===== config.mk =====
export PLATFORM = sky130hd
export DESIGN_NAME = hello_scroller
export DESIGN_NICKNAME = d
export VERILOG_FILES = /design/src/rtl/hello_pkg.sv /design/src/rtl/hello_scroller_char_to_seg.sv /design/src/rtl/hello_scroller.sv
export SDC_FILE = /design/constraint.sdc
export NUM_CORES = 1
export LEC_CHECK = 0
export BUFFER_PORTS_ARGS = -buffer_cell sky130_fd_sc_hd__buf_2
export CAP_MARGIN = 5
export CORE_MARGIN = 2
export CORE_UTILIZATION = 35
export DETAILED_ROUTE_END_ITERATION = 8
export MAX_ROUTING_LAYER = met4
export PLACE_DENSITY = 0.52
export SYNTH_ARGS = -nofsm -noshare
export SYNTH_HDL_FRONTEND = slang
export SYNTH_SLANG_ARGS = --single-unit

===== constraint.sdc =====
create_clock -name CLOCK_50 -period 6.5 [get_ports CLOCK_50]
set_clock_uncertainty 0.2 [all_clocks]
set_input_delay 1.3 -clock CLOCK_50 [delete_from_list [all_inputs] [get_ports CLOCK_50]]
set_output_delay 1.3 -clock CLOCK_50 [all_outputs]
set_load 0.03 [all_outputs]

===== src/rtl/hello_pkg.sv =====
// Shared types and constants for the HELLO scroller.
// This package holds the character codes, segment patterns and FSM states.
package hello_pkg;
  localparam int NUM_CHARS = 5;

  typedef logic [2:0] char_t;
  typedef logic [6:0] seg_t;

  localparam char_t CH_H     = 3'b000;
  localparam char_t CH_E     = 3'b001;
  localparam char_t CH_L     = 3'b010;
  localparam char_t CH_O     = 3'b011;
  localparam char_t CH_BLANK = 3'b111;

  // Segment patterns are listed a..g from MSB to LSB and are active-low.
  localparam seg_t SEG_H     = 7'b1001000;
  localparam seg_t SEG_E     = 7'b0110000;
  localparam seg_t SEG_L     = 7'b1110001;
  localparam seg_t SEG_O     = 7'b0000001;
  localparam seg_t SEG_BLANK = 7'b1111111;

  typedef enum logic [1:0] {IDLE, LOAD, SCROLL} state_t;
endpackage


===== src/rtl/hello_scroller_char_to_seg.sv =====
// Combinational decoder from a character code to an active-low a..g segment pattern.
module char_to_seg
  import hello_pkg::*;
(
  input  logic [2:0] code,
  output logic [0:6] seg
);
  always_comb begin
    seg = SEG_BLANK;
    case (code)
      CH_H:    seg = SEG_H;
      CH_E:    seg = SEG_E;
      CH_L:    seg = SEG_L;
      CH_O:    seg = SEG_O;
      default: seg = SEG_BLANK;
    endcase
  end
endmodule


===== src/rtl/hello_scroller.sv =====
// Loads a five-character message over valid/ready handshaking.
// It then rotates the message across HEX4..HEX0 once every TICK_DIV clock cycles.
module hello_scroller
  import hello_pkg::*;
#(
  parameter int TICK_DIV = 25_000_000
) (
  input  logic       CLOCK_50,
  input  logic       Reset,
  input  logic       load_valid,
  input  logic [2:0] load_char,
  output logic       load_ready,
  input  logic       run,
  input  logic       dir,
  output logic       step,
  output logic [2:0] Char4,
  output logic [2:0] Char3,
  output logic [2:0] Char2,
  output logic [2:0] Char1,
  output logic [2:0] Char0,
  output logic [0:6] HEX4,
  output logic [0:6] HEX3,
  output logic [0:6] HEX2,
  output logic [0:6] HEX1,
  output logic [0:6] HEX0
);
  localparam int CW = $clog2(TICK_DIV);
  localparam logic [CW-1:0] TC = CW'(TICK_DIV - 1);
  localparam logic [NUM_CHARS-1:0][2:0] HELLO = {CH_H, CH_E, CH_L, CH_L, CH_O};

  state_t                      state_q, state_d;
  logic [2:0]                  wr_idx_q, wr_idx_d;
  logic [CW-1:0]               cnt_q, cnt_d;
  logic [NUM_CHARS-1:0][2:0]   msg_q, msg_d;
  logic                        step_q, step_d;
  logic                        accept;
  logic [NUM_CHARS-1:0][0:6]   seg;

  assign load_ready = (state_q != SCROLL);
  assign accept     = load_valid && load_ready;

  always_comb begin
    state_d  = state_q;
    wr_idx_d = wr_idx_q;
    cnt_d    = cnt_q;
    msg_d    = msg_q;
    step_d   = 1'b0;
    case (state_q)
      IDLE: begin
        // If a character is accepted in the same cycle that run is high, the load takes priority.
        if (accept) begin
          msg_d[NUM_CHARS-1] = load_char;
          wr_idx_d           = 3'd3;
          state_d            = LOAD;
        end else if (run) begin
          cnt_d   = '0;
          state_d = SCROLL;
        end
      end
      LOAD: begin
        if (accept) begin
          msg_d[wr_idx_q] = load_char;
          if (wr_idx_q == 3'd0) begin
            wr_idx_d = 3'd4;
            cnt_d    = '0;
            state_d  = run ? SCROLL : IDLE;
          end else begin
            wr_idx_d = wr_idx_q - 3'd1;
          end
        end
      end
      SCROLL: begin
        if (cnt_q == TC) begin
          cnt_d  = '0;
          step_d = 1'b1;
          msg_d  = dir ? {msg_q[0], msg_q[NUM_CHARS-1:1]}
                       : {msg_q[NUM_CHARS-2:0], msg_q[NUM_CHARS-1]};
        end else begin
          cnt_d = cnt_q + 1'b1;
        end
        // If run drops on the terminal-count cycle, the rotation above still takes effect.
        if (!run) begin
          cnt_d   = '0;
          state_d = IDLE;
        end
      end
      default: state_d = IDLE;
    endcase
  end

  always_ff @(posedge CLOCK_50 or posedge Reset) begin
    if (Reset) begin
      state_q  <= IDLE;
      wr_idx_q <= 3'd4;
      cnt_q    <= '0;
      msg_q    <= HELLO;
      step_q   <= 1'b0;
    end else begin
      state_q  <= state_d;
      wr_idx_q <= wr_idx_d;
      cnt_q    <= cnt_d;
      msg_q    <= msg_d;
      step_q   <= step_d;
    end
  end

  assign step  = step_q;
  assign Char4 = msg_q[4];
  assign Char3 = msg_q[3];
  assign Char2 = msg_q[2];
  assign Char1 = msg_q[1];
  assign Char0 = msg_q[0];

  for (genvar i = 0; i < NUM_CHARS; i++) begin : g_seg
    char_to_seg u_seg (.code(msg_q[i]), .seg(seg[i]));
  end

  assign HEX4 = seg[4];
  assign HEX3 = seg[3];
  assign HEX2 = seg[2];
  assign HEX1 = seg[1];
  assign HEX0 = seg[0];
endmodule

# After elaboration in Yosys (flattened, before gate mapping)

Cells that the tools add are included.

Add/sub/neg operators: 2
Multiply operators: 0
Div/mod/pow operators: 0
Order comparisons: 2
Eq/ne operators: 27
Shift-type cells: 0
Multiplexer cells: 34
Bitwise gates (word level): 0
Reductions and logical operators: 17

Operator list:

| kind                                                                         | count |
|---|---|
| 25-bit 2-to-1 mux                                                            | 6 |
| 7-bit one-hot mux with 4 select lines                                        | 5 |
| 25-bit one-hot mux with 3 select lines                                       | 1 |
| 15-bit 2-to-1 mux                                                            | 3 |
| 3-bit by 2-bit == test with 1-bit output, second input constant              | 10 |
| 25-bit by 1-bit adder with 25-bit output, second input constant              | 1 |
| 25-bit == test, second input constant                                        | 1 |
| 12-bit one-hot mux with 2 select lines                                       | 1 |
| 3-bit logical NOT                                                            | 6 |
| 2-bit != test, second input constant                                         | 8 |
| 15-bit bitwise mux                                                           | 1 |
| 3-bit by 1-bit == test with 1-bit output, second input constant              | 5 |
| 3-bit 2-to-1 mux                                                             | 5 |
| 2-bit 2-to-1 mux                                                             | 6 |
| 3-bit demux with 3-bit select                                                | 1 |
| 3-bit one-hot mux with 3 select lines                                        | 1 |
| 4-bit AND reduction                                                          | 2 |
| 2-bit one-hot mux with 3 select lines                                        | 1 |
| 3-bit one-hot mux with 2 select lines                                        | 1 |
| 3-bit AND reduction                                                          | 2 |
| 5-bit AND reduction                                                          | 1 |
| 3-bit by 4-bit less-than comparator with 1-bit output, second input constant | 1 |
| 2-bit nonzero test                                                           | 2 |
| 3-bit by 1-bit >= comparator with 1-bit output, second input constant        | 1 |
| 8 further kinds                                                              | 10 |

Register bits: 46
Bits in latches: 0
RAM bits: 0
Bits in read-only memories: 0
Bits of input ports: 8
Output and inout bits: 52
Logic and storage cells: 91
Memories kept: 0

# Longest topological paths before layout

Gate-level depths: netlist (run 1).

Depth in word-level cells: 7
Depth in mapped cells: 9

# Cells and area by module

A second synthesis (run 1) with hierarchy kept.

Cell total of the unflattened synthesis: 368
Area, all modules: 3209.3 um^2

Modules (own cells, without submodules):

| module         | times used | cells an instance | area each (um^2) | seq. area each (um^2) |
|---|---|---|---|---|
| hello_scroller | 1          | 328               | 2940.3           | 1158.6 |
| char_to_seg    | 5          | 8                 | 53.8             | 0.0 |

# Worst setup path after synthesis (run 1)

Ideal clock, no wire load.

Kind: input to register
Start: input load_valid
End: register cnt_q[17]
Library setup time: 0.073 ns
Data arrival time: 2.688 ns
Required time: 6.227 ns
Setup slack: 3.539 ns
Cell stages on the path: 7
Path buffers: 2
Cells stage by stage: nor2b_1 > clkbuf_1 > o22ai_1 > nand4b_2 > buf_6 > or3_1 > a21oi_2

Word-level cells in the longest chain between the ends: 3
Elaborated cells on any way between the ends: 4

Ends and longest elaborated chain:

| what                              | RTL line              | text |
|---|---|---|
| start: declaration                | hello_scroller.sv:10  | `input logic load_valid,` |
| 1-bit logical AND (*)             | hello_scroller.sv:40  | `assign accept = load_valid && load_ready;` |
| 2-bit != test (no line)           | -                     |  |
| 5-bit AND reduction (no line) (*) | -                     |  |
| end signal: assignment            | hello_scroller.sv:101 | `cnt_q <= cnt_d;` |
| end: declaration                  | hello_scroller.sv:33  | `logic [CW-1:0] cnt_q, cnt_d;` |

Mark *: on every way between the ends. The rest lies on a longest branch, timed or not.
A chain may end at the register's enable or synchronous reset.

# Worst setup path after layout (run 1)

Start: register state_q[0]
End: output load_ready

Word-level cells in the longest chain between the ends: 1

Ends and longest elaborated chain:

| what                     | RTL line             | text |
|---|---|---|
| start: declaration       | hello_scroller.sv:31 | `state_t state_q, state_d;` |
| start signal: assignment | hello_scroller.sv:99 | `state_q <= state_d;` |
| 2-bit != test            | hello_scroller.sv:39 | `assign load_ready = (state_q != SCROLL);` |
| end: declaration         | hello_scroller.sv:12 | `output logic load_ready,` |

No other way between the ends.

==> flow_summary_export.csv, run 1 <==
group,metric,value,unit
clocking,cts_buffers,5,
routing,first_pass_iters,4,
yosys,synthCells,357,
sta,layout_min_cycle_time,3530,ps
yosys,synth_top_area_frac,0.322,
hold_path,hold_path.class,"reg2reg",
place,io_buffers,59,
global_route,grt_pass1_vias,2535,
floorplan,dieArea,9640,um^2
place,globalplace.congestion,0.848,
clocking,cts-root-buf,"clkbuf_8",
yosys,ys_ff_latch,46,
yosys,synth_edf_count,0,
place,place_ws,3030,ps
yosys,syn_area,3100,um^2
final_layout,diodes,0,
yosys,yosysMostFrequentCell,"nand2_1",
routing,ant_nets,0,
floorplan,coreArea,8680,um^2
clocking,postCtsSetupRepairBufs,0,
sta,tightest_slew,1040,ps
global_route,antenna_found_initial,0,
routing,wirelength,7640,um
sta,fmax,283,MHz
sta,hold_viol,0,
global_route,grt_max_degree,47,
floorplan,initial_utilization,0.358,
clocking,clk_path_buf_depth,2,
global_route,grtUsageTotal,0.162,
place,placed_area,3370,um^2
clocking,cts.sinks,46,
power_and_ir_drop,power_density,469,nW/um^2
yosys,yosys_warnings,0,
final_layout,fin_area,3470,um^2
place,detailed_place_hpwl,5220,um
sta,setup_viol_count_final,0,
sta,fin_crit_sh,0.543,
power_and_ir_drop,ir_drop,175,uV
floorplan,dieWidth,98.2,um
critical_path,crit_arrival,2030,ps
yosys,ys_async_sr_fraction,1.00,
sta,drv_slew,0,
routing,drt_iter0_drc,78,
final_layout,drive_gt1_frac,0.263,
clocking,cts_tree,"done",
global_route,grt_pass1_wl,12500,um
clocking,hold_buffers,0,
sta,setup_ws,2970,ps
clocking,clk-insertion-delay-late,300,ps
floorplan,core.rowCount,34,
routing,drc,0,
critical_path,path_class,"reg2out",
sta,slew_headroom,0.308,
global_route,grt_overflow,0,
final_layout,regArea,1160,um^2
routing,routedWlPerCell,15.2,um
clocking,ctsHtreeMaxLevel,2,
routing,viasPerCell,5.41,
yosys,synth_commonest_cells,"44 x nand2_1, 40 x dfrtp_1, 29 x a21oi_1",
clocking,clkTransAtPathRegs,100,ps
final_layout,nets,407,
sta,rsz0062_at_grt,"false",
yosys,syn_nets,370,
yosys,ys_seq_area_frac,0.373,
critical_path,endpoint_kind,"output pin",
critical_path,crit_fanout,24,
yosys,yosysTopAreaCell,"dfrtp_1",
sta,whs,324,ps
critical_path,cp_data_required_time,5000,ps
sta,fin_setup_tns,0,ps
yosys,ys.flop_type,"dfrtp_1",
yosys,synth_cell_types,55,
final_layout,area_delta_synth_final,11.7,%
power_and_ir_drop,p_leak,1.53,nW
floorplan,io_pins,60,
clocking,post_cts_resized,0,
floorplan,die_h,98.2,um
routing,vias,2723,
yosys,synthTopCellsByArea,"dfrtp_1 32%, mux2_2 5.4%, nand2_1 5.3%",
yosys,syn_avg_cell_area,8.70,um^2
critical_path,critPathLaunchType,"flop",
final_layout,multi_input_area,1730,um^2
status,status,"finished, final reports clean",
final_layout,nFillCells,919,
job,cap_viol_max_count,0,
stage by stage:
stage               utilization  total power, mW  instances
global route              0.400             1.74        503
detailed placement        0.389             1.44        495
finish                    0.400             1.63        503
global placement          0.389             1.44        495
CTS                       0.400             1.64        503
floorplan                     -             1.24        357
where the power goes:
part	internal, mW	switching (mW)
clock	0.0858	0.106
combinational	0.313	0.647
sequential	0.356	0.118
total	0.755	0.871
cell families after synthesis:
logic type / synth area share
and+or+nand+nor: 0.258
xor gates and xnor gates: 0.0169
AOI/OAI and AO/OA: 0.186
buffers and inverters: 0.0689
adders and majority gates: 0.0202
muxes: 0.0770
DFF: 0.373
state kept, by name, indices dropped and copies added, names as in the netlist:
register / flops
step: 1
Char0: 3
Char2: 3
wr_idx_q: 3
Char4: 3
Char1: 3
cnt_q: 25
Char3: 3
state_q: 2
final cells by class:
type | instances | area share
Clock buffer | 6 | 0.0238
Timing Repair Buffer | 59 | 0.0851
Multi-Input combinational cell | 268 | 0.499
Sequential cell | 46 | 0.334
Clock inverter | 2 | 0.00361
Inverter | 14 | 0.0152
Tap cell | 108 | 0.0390
path summary, 6_finish.rpt:
check	from	cells past startpoint	end	slack (ps)
max	state_q[0]$_DFFE_PP0P_	4	load_ready	2970
min	cnt_q[9]$_DFFE_PP0P_	1	cnt_q[9]$_DFFE_PP0P_	320
max reg2reg	state_q[0]$_DFFE_PP0P_	7	cnt_q[24]$_DFFE_PP0P_	3060
min reg2reg	cnt_q[9]$_DFFE_PP0P_	1	cnt_q[9]$_DFFE_PP0P_	320
max in group asynchronous	Reset	2	cnt_q[13]$_DFFE_PP0P_	4420
min in group asynchronous	Reset	2	Char4[0]$_DFFE_PP0P_	1040
worst max-delay path, stage by stage (launching register included):
cell	delay, ps
dfrtp_1	420
inv_1	120
ha_1	730
inv_1	210
buf_2	240
layout by cell type, fill, tap and decap left out, types with 7 or more instances in the layout:
| master | n |
|---|---|
| nand2_1 | 44 |
| inv_1 | 13 |
| mux2_2 | 15 |
| or3_1 | 9 |
| o31ai_1 | 9 |
| and3_1 | 10 |
| buf_2 | 59 |
| dfrtp_1 | 40 |
| a21oi_1 | 29 |
| o21ai_0 | 19 |
| mux2i_1 | 7 |
| nand3_1 | 13 |
| nand2b_1 | 11 |
| nor2_1 | 18 |
metal layers:
layer  GRT usage  up-vias  routed length, um
met4      0.0590        0                124
met3      0.0222       12                346
li1            -     1345                  -
met5           -        -                  0
met1       0.211     1292               3580
met2       0.261       74               3590
Power figures use the tool's default switching activity.
==> inputs of run 2 (changes only) <==
ABC_AREA = 1   (was default)
PLACE_DENSITY = 0.51   (was 0.52)
clock period = 3.3 ns   (was 6.5 ns; I/O delays follow)
==> run 2 against run 1 <==
  * Die area is 9.5% higher
  * Synthesized cell count is 46% higher
  * Global-route usage is 3.1 points higher
  * First-iteration DRC count is 33% higher
  * Sequential share of layout area is 3.1 points lower
  * Combinational power is 130% higher
  * Non-clock buffer count is 2 higher
  * Cell count is 38% higher
  * Register-to-register slack worse by 2300 ps
  * Critical path type is now reg2reg
  * Largest cell class unchanged
==> flow_summary_export.csv, run 2 <==
group,metric,value,unit
final_layout,layout_commonest_cell,"nand2_1",
power_and_ir_drop,total_power,3.51,mW
routing,vias,3380,
yosys,yosys_warnings,0,
power_and_ir_drop,p_leak,1.88,nW
routing,wirelength,9370,um
clocking,clk_path_buf_depth,2,
global_route,grtUsageTotal,0.193,
sta,setup_ws,747,ps
final_layout,nFillCells,1043,
final_layout,final_cell_mix,"149 x nand2_1, 59 x nor2_1, 59 x buf_2, 56 x inv_1, 41 x o21ai_0",
critical_path,r2r_setup_slack,750,ps
final_layout,diodes,0,
critical_path,cp_data_required_time,3340,ps
place,globalplace.congestion,0.869,
critical_path,endpoint,"cnt_q[2]$_DFFE_PP0P_",
place,dp.cells,687,
yosys,synth_cell_types,33,
critical_path,r2r_start,"state_q[0]$_DFFE_PP0P_",
sta,hold_viol,0,
floorplan,initial_utilization,0.356,
yosys,synth_commonest_cells,"149 x nand2_1, 59 x nor2_1, 57 x inv_1",
yosys,ys_ff_latch,46,
clocking,post_cts_resized,0,
sta,drv_slew,0,
final_layout,regArea,1160,um^2
yosys,synthTopCellsByArea,"dfrtp_1 29%, nand2_1 16%, nor2_1 6.5%",
floorplan,dieWidth,103,um
clocking,cts_buffers,5,
global_route,grt_max_degree,34,
final_layout,nets,574,
final_layout,largest_reg_flops,25,
yosys,ys_async_sr_fraction,1.00,
clocking,cts-root-buf,"clkbuf_8",
clocking,hold_buffers,0,
floorplan,core.rowCount,36,
sta,rsz0062_at_grt,"false",
critical_path,crit_arrival,2600,ps
routing,ant_nets,0,
final_layout,area_delta_synth_final,12.0,%
critical_path,crit_fanout,27,
place,place_ws,727,ps
final_layout,drive_gt1_frac,0.171,
yosys,synthCells,523,
floorplan,die_h,103,um
place,detailed_place_hpwl,7070,um
yosys,syn_area,3410,um^2
sta,tightest_slew,674,ps
power_and_ir_drop,ir_drop,426,uV
hold_path,hold_path.class,"in2async",
sta,setup_viol_count_final,0,
clocking,ctsHtreeMaxLevel,2,
critical_path,r2r-end,"cnt_q[2]$_DFFE_PP0P_",
sta,layout_min_cycle_time,2550,ps
routing,first_pass_iters,4,
final_layout,postLayoutCoreUtil,0.398,
routing,drc,0,
routing,routedWlPerCell,13.5,um
critical_path,path_class,"reg2reg",
job,cap_viol_max_count,0,
sta,fin_crit_sh,0.773,
clocking,postCtsSetupRepairBufs,0,
final_layout,finalNonFillerCells,695,
global_route,grt_overflow,0,
sta,slew_headroom,0.551,
final_layout,multi_input_area,1820,um^2
critical_path,endpoint_kind,"flop",
yosys,syn_nets,536,
place,io_buffers,59,
clocking,cts_tree,"done",
routing,drt_iter0_drc,104,
routing,viasPerCell,4.86,
global_route,grt_pass1_vias,3188,
critical_path,r2r_cells,10,
power_and_ir_drop,power_density,918,nW/um^2
yosys,synth_top_area_frac,0.293,
yosys,ys_seq_area_frac,0.340,
clocking,clkTransAtPathRegs,90,ps
status,status,"finished, final reports clean",
sta,fmax,392,MHz
sta,fin_setup_tns,0,ps
final_layout,regMostFlops,"cnt_q",
critical_path,cp-startpoint,"state_q[0]$_DFFE_PP0P_",
yosys,ys.flop_type,"dfrtp_1",
floorplan,dieArea,10600,um^2
clocking,cts.sinks,46,
yosys,synth_edf_count,0,
clocking,clk-insertion-delay-late,310,ps
global_route,antenna_found_initial,0,
floorplan,coreArea,9590,um^2
critical_path,critPathLaunchType,"flop",
yosys,syn_avg_cell_area,6.52,um^2
yosys,yosysTopAreaCell,"dfrtp_1",
yosys,yosysMostFrequentCell,"nand2_1",
global_route,grt_pass1_wl,15400,um
floorplan,io_pins,60,
-- run 2: cell count changes in the layout (fill, tap and decap cells not counted), sizes merged, moves of 11 or more --
cell	previous run	this run
nand2b	11	0
nor2	19	63
nand2	44	153
nand3	13	36
o21ai	21	49
nand4	5	29
inv	14	61
mux2	15	0
-- run 2: critical path, cell delays in order, from the launching register on --
cell and delay (ps):
dfrtp_1 420, inv_1 90, ha_1 440, inv_6 170
nand3_2 110, nand3_2 100, nor2_4 310, buf_4 290
nand2_1 90, xor2_1 140, nor2_1 100
-- run 2: logic make-up after synthesis --
family	Yosys count	synth area share
adder cells (fa/ha/maj)	5	0.0183
XOR/XNOR	5	0.0128
AO/OA/AOI/OAI	80	0.124
flip-flops	46	0.340
buffers and inverters	94	0.126
AND/OR/NAND/NOR	293	0.379
-- run 2: routing by layer --
metal,track usage,wire (um),up-vias,part of all wire
met5,-,0,-,0
met4,0.0677,229,0,0.024
met3,0.0353,421,15,0.045
met2,0.329,4490,95,0.48
met1,0.229,4230,1513,0.45
li1,-,-,1757,-
-- run 2: final cells by class --
class	instances	area share
repair buffers	61	0.0813
inverters	64	0.0642
clock inverters	1	0.00786
flip-flops and latches	46	0.303
multi-input cells	383	0.477
well taps	133	0.0436
clock buffers	7	0.0226
-- run 2: worst min path at each step --
stage	slack, ps	from	to	depth (start not counted)
after detailed placement	290	Char2[1]$_DFFE_PP1P_	Char2[1]$_DFFE_PP1P_	2
after global placement	300	Char2[1]$_DFFE_PP1P_	Char2[1]$_DFFE_PP1P_	2
final	100	Reset	Char2[2]$_DFFE_PP0P_	2
after global routing	110	Reset	Char2[2]$_DFFE_PP0P_	2
after CTS	100	Reset	Char4[1]$_DFFE_PP0P_	2
after floorplan	280	cnt_q[1]$_DFFE_PP0P_	cnt_q[1]$_DFFE_PP0P_	2
-- run 2: through the flow --
stage | cell area [um^2] | hold slack (ps)
after global routing | 3820 | 106
after detailed placement | 3700 | 295
after CTS | 3820 | 105
after floorplan | 3410 | 285
after global placement | 3700 | 298
final | 3820 | 95.2
-- run 2: report_power, final --
part           internal (mW)  leakage, nW  switching (mW)
logic                  0.546         1.21            1.66
registers              0.685        0.605           0.156
clock network          0.248       0.0585           0.210
total                   1.48         1.88            2.03
